<file path="src/rtl/pipe_hazard_ctrl.sv">
// Front-end hazard sequencer: PC write, IF/ID hold/flush and ID/EX bubble control.
// Optional PIPE_HAZARD_CTRL_PERF_EN adds saturating stall/flush cycle counters.
module pipe_hazard_ctrl #(
    parameter int unsigned CW             = 4,
    parameter int unsigned BRANCH_BUBBLES = 1,
    parameter int unsigned PERF_W         = 32
) (
    input  logic              clk,
    input  logic              rst_n,
    input  logic              load_use_hz,
    input  logic              branch_taken,
    input  logic              jump,
    input  logic              ext_stall_req,
    input  logic [CW-1:0]     ext_stall_cycles,
    input  logic              halt_i,
    output logic              pc_en,
    output logic              if_id_en,
    output logic              if_id_flush,
    output logic              id_ex_flush,
    output logic [2:0]        state_o,
    output logic [PERF_W-1:0] stall_cycles_o,
    output logic [PERF_W-1:0] flush_cycles_o
);

    typedef enum logic [2:0] {
        S_INIT  = 3'd0,
        S_RUN   = 3'd1,
        S_STALL = 3'd2,
        S_FLUSH = 3'd3,
        S_HALT  = 3'd4
    } state_t;

    localparam logic [CW-1:0] BR_RELOAD    = CW'(BRANCH_BUBBLES - 1);
    localparam bit            MULTI_BUBBLE = (BRANCH_BUBBLES > 1);

    state_t        state, state_nx;
    logic [CW-1:0] cnt, cnt_nx;
    logic [CW-1:0] stall_len;
    logic          branch_go;

    // A zero-length request still freezes for the current cycle.
    assign stall_len = (ext_stall_cycles == '0) ? '0 : ext_stall_cycles - CW'(1);
    assign branch_go = branch_taken &&
                       (state == S_RUN || state == S_STALL || state == S_FLUSH);

    always_ff @(posedge clk or negedge rst_n) begin
        if (!rst_n) begin
            state <= S_INIT;
            cnt   <= '0;
        end else begin
            state <= state_nx;
            cnt   <= cnt_nx;
        end
    end

    always_comb begin
        pc_en       = 1'b0;
        if_id_en    = 1'b0;
        if_id_flush = 1'b0;
        id_ex_flush = 1'b0;
        state_nx    = state;
        cnt_nx      = cnt;

        if (branch_go) begin
            // Taken branch wins in RUN, aborts STALL and restarts the FLUSH window.
            pc_en       = 1'b1;
            if_id_flush = 1'b1;
            id_ex_flush = 1'b1;
            if (MULTI_BUBBLE) begin
                state_nx = S_FLUSH;
                cnt_nx   = BR_RELOAD;
            end else begin
                state_nx = S_RUN;
                cnt_nx   = '0;
            end
        end else begin
            case (state)
                S_INIT: begin
                    if_id_flush = 1'b1;
                    id_ex_flush = 1'b1;
                    state_nx    = S_RUN;
                    cnt_nx      = '0;
                end
                S_RUN: begin
                    if (jump) begin
                        pc_en       = 1'b1;
                        if_id_flush = 1'b1;
                    end else if (halt_i) begin
                        state_nx = S_HALT;
                    end else if (ext_stall_req) begin
                        cnt_nx   = stall_len;
                        state_nx = (stall_len == '0) ? S_RUN : S_STALL;
                    end else if (load_use_hz) begin
                        id_ex_flush = 1'b1;
                    end else begin
                        pc_en    = 1'b1;
                        if_id_en = 1'b1;
                    end
                end
                S_STALL: begin
                    if (cnt <= CW'(1)) begin
                        cnt_nx   = '0;
                        state_nx = S_RUN;
                    end else begin
                        cnt_nx = cnt - CW'(1);
                    end
                end
                S_FLUSH: begin
                    pc_en       = 1'b1;
                    if_id_flush = 1'b1;
                    id_ex_flush = 1'b1;
                    if (cnt <= CW'(1)) begin
                        cnt_nx   = '0;
                        state_nx = S_RUN;
                    end else begin
                        cnt_nx = cnt - CW'(1);
                    end
                end
                S_HALT: begin
                    if (!halt_i) state_nx = S_RUN;
                end
                default: begin
                    if_id_flush = 1'b1;
                    id_ex_flush = 1'b1;
                    state_nx    = S_INIT;
                    cnt_nx      = '0;
                end
            endcase
        end
    end

    assign state_o = state;

`ifdef PIPE_HAZARD_CTRL_PERF_EN
    logic [PERF_W-1:0] stall_q, flush_q;

    always_ff @(posedge clk or negedge rst_n) begin
        if (!rst_n) begin
            stall_q <= '0;
            flush_q <= '0;
        end else begin
            if (!pc_en && stall_q != '1)      stall_q <= stall_q + PERF_W'(1);
            if (if_id_flush && flush_q != '1) flush_q <= flush_q + PERF_W'(1);
        end
    end

    assign stall_cycles_o = stall_q;
    assign flush_cycles_o = flush_q;
`else
    assign stall_cycles_o = '0;
    assign flush_cycles_o = '0;
`endif

endmodule

</file>
<file path="config.mk">
export PLATFORM = sky130hd
export DESIGN_NAME = pipe_hazard_ctrl
export DESIGN_NICKNAME = d
export VERILOG_FILES = /design/src/rtl/pipe_hazard_ctrl.sv
export SDC_FILE = /design/constraint.sdc
export NUM_CORES = 1
export LEC_CHECK = 0
export ABC_AREA = 1
export CORE_AREA = 2 2 47 49
export CTS_CLUSTER_DIAMETER = 60
export CTS_CLUSTER_SIZE = 16
export DETAILED_ROUTE_END_ITERATION = 8
export DIE_AREA = 0 0 49 51
export DONT_BUFFER_PORTS = 1
export PLACE_DENSITY = 0.79
export REMOVE_ABC_BUFFERS = 1
export SLEW_MARGIN = 20
export SYNTH_ARGS = -nofsm -noshare
export SYNTH_HDL_FRONTEND = slang
export SYNTH_SLANG_ARGS = --single-unit
export TNS_END_PERCENT = 5
</file>
<file path="constraint.sdc">
create_clock -name clk -period 1.4 [get_ports clk]
set_input_delay 0.14 -clock clk [delete_from_list [all_inputs] [get_ports clk]]
set_output_delay 0.14 -clock clk [all_outputs]
set_load 0.01 [all_outputs]
</file>
==> flow_summary.toml <==
[setup_path]
endpoint_kind = "output port"
cp_cell_sequence = "nor2_4, nand2_1, nand3_1, o21ai_1, inv_1, o21ai_1, buf_4"
r2r_start = "state_o[1]"
crit_start = "state_o[0]"
critPathMaxStageDelay_ns = 0.47
cp.required_ns = 1.26
regToRegSetupSlack_ns = 0.06
r2r.worst_path.cells = 9
path_class = "register to output port"
startpoint_type = "register"
worstPathArrival_ns = 1.37
r2r_end = "state_o[2]"
cpMostUsedCell = "o21ai_1"
path_max_fanout = 6
slowest_stage = "dfrtp_2"
endpoint = "id_ex_flush"

[detailed_routing]
avgRoutedWirePerCell_um = 9.17
postRouteAntennaNets = 0
drtIter0Drc = 31
wirelength_mm = 2.21
viasPerCell = 4.24
drt-pass1-iter-count = 4
drc_errors = 0
routed-via-count = 1023

[pwr]
finalPower_w = 0.00197
power.density_nw_per_um2 = 1650
ir_drop_mv = 1.33
switching_power_w = 0.000998
p_int_w = 0.000968
netSwitchingFraction_pct = 50.8
pwr-share-seq_pct = 20.3
p_leak_nw = 0.754
pwr-share-clk_pct = 9.9
comb_power_share_pct = 69.9

[sta]
finClkSkew_ns = 0.00377
drv_slew = 0
tns_ns = -0.245
fmax_ghz = 0.663
min_period_over_period_pct = 108
hold_viol = 0
rsz0062_at_grt = "true"
fin_hold_ws_ns = 0.0359
period_minus_slack_ns = 1.51
finalSetupViolCount = 4
setup_slack_ns = -0.108

[cts]
clkLatencyLatePin_ns = 0.26
clockRootBuffer = "clkbuf_4"
htree_levels = 1
clock-sinks = 7
path_clk_slew_ns = 0.05
clk_path_buf_depth = 2
numCtsBuffers = 3
cts_tree = "built"

[finish]
final_area_um2 = 1190
final_nets = 227
drive_gt1_share_pct = 18.8
n_fill_cell = 222
area_growth_pct = 1.06
diodes = 0

[placed_design]
routabilityCongestion = 0.843
place_hpwl_mm = 1.60
io_buffers = 0
place_area_um2 = 1030

[status]
violations = "setup timing"
status = "finished, violations left"

[global_route]
antenna_found_initial = 0
grt_first_pass_wirelength_mm = 3.25
overflow = 0
grt_start_max_net_pins = 8
grt_pass1_vias = 811
grt_usage_pct = 17.5

[logic_synthesis]
synth_area_um2 = 1180
synth_cell_type_count = 17
synthTopCellsByCount = "buf_4, nand2_1, nor2_1"
ys_seq_elements = 7
yosysSeqAreaShare_pct = 14.9
syn-mean-instance-area_um2 = 6.11
yosys.area.top_type = "buf_4"
synth.top_cells.by_area = "buf_4, nand2_1, dfrtp_1, nor2_1, inv_1"
async_flop_share_pct = 100
yosys_warnings = 0
synth_cells = 193
ys.flop_type = "dfrtp_1"
synth_edf_count = 0
synth_top_area_share_pct = 40.8
synth.most_common_cell = "buf_4"

[min_path]
hp-class = "input port to register"

[floorplan]
start_util_pct = 57.1
core_area_um2 = 2060
chipWidth_um = 49
io_pins = 82
die_y_um = 51
std_cell_rows = 17
fp.dieArea_um2 = 2500

[run]
drv_cap = 0
-- cell type report --
class,count,area (um2),area share (%)
Inverter,18,70.1,5.88
Clock buffer,4,26.3,2.21
Multi-Input combinational cell,167,748,62.8
Tap cell,28,35.0,2.94
Sequential cell,7,178,14.9
Timing Repair Buffer,17,134,11.2
-- critical path: cells and delay by family (launching register included) --
| kind | cells | cell delay [ns] |
|---|---|---|
| AOI/OAI and AO/OA | 2 | 0.13 |
| buffers and inverters | 2 | 0.21 |
| DFF | 1 | 0.47 |
| and+or+nand+nor | 3 | 0.30 |
-- layer usage --
metal  part of all wire [%]  track usage, %  vias to the layer above  wire length (um)
met2                     50            29.7                       62              1110
met3                    8.4            3.22                        6               185
li1                       -               -                      501                 -
met4                    3.2            15.2                        0                71
met5                      0               0                        -                 0
met1                     38            18.8                      454               842
-- power by group through the flow --
stage / Combinational [W] / Sequential [W] / Clock, W
CTS: 0.00129 / 0.000387 / 0.000190
detailed placement: 0.00105 / 0.000367 / 0
global placement: 0.00104 / 0.000361 / 0
global route: 0.00152 / 0.000409 / 0.000212
finish: 0.00137 / 0.000399 / 0.000194
floorplan: 0.000753 / 0.000371 / 0
-- flip-flops by register name, summed over array words and instances, names as in the netlist --
signal   cells
cnt          4
state_o      3
-- per-stage QoR --
stage / utilization [%] / std cells / setup WS, ns
3_3_place_gp: 49.9 / 228 / 0.0860
6_report: 57.7 / 241 / -0.108
4_1_cts: 56.5 / 240 / -0.0810
2_1_floorplan: - / 192 / 0.0609
3_5_place_dp: 49.9 / 228 / 0.0613
5_1_grt: 57.7 / 241 / -0.195
-- repair_timing --
| item | 4_1_cts | 5_1_grt |
|---|---|---|
| hold endpoints to repair | 7 | 0 |
| hold buffers | 1 | 0 |
| setup buffers | 7 | 1 |
| gates resized for setup | 18 | 7 |
| pin swaps | 5 | 3 |
| setup endpoints to repair | 4 | 11 |
-- placed cells by master (no fill, tap or decap), drive strengths merged, types with 2 or more instances in the layout --
master   n
inv     18
clkbuf   4
ha       2
dfrtp    7
conb    64
o21ai    3
nor2    21
a21oi    2
nand2   57
nor3     3
nand3   12
buf     16
-- kinds of logic (layout without fill, tap and decap cells) --
| group | count (synthesis) | count (layout) | share of synthesized area (%) |
|---|---|---|---|
| and+or+nand+nor | 94 | 94 | 32.7 |
| buffers and inverters | 82 | 39 | 46.5 |
| DFF | 7 | 7 | 14.9 |
| AOI/OAI and AO/OA | 6 | 6 | 2.76 |
| adders and majority gates | 2 | 2 | 2.12 |
| other | 1 | 64 | 0.318 |
| xor gates and xnor gates | 1 | 1 | 0.743 |
-- worst min-delay path by stage --
stage / from / to / slack (ns) / cells after the start
finish: halt_i / state_o[1] / 0.04 / 3
global route: halt_i / state_o[2] / 0.05 / 2
CTS: halt_i / state_o[1] / 0.04 / 3
detailed placement: rst_n / cnt[3] / -0.16 / 0
global placement: rst_n / cnt[3] / -0.16 / 0
floorplan: rst_n / cnt[0] / -0.16 / 0
(Power assumes the default switching activity.)
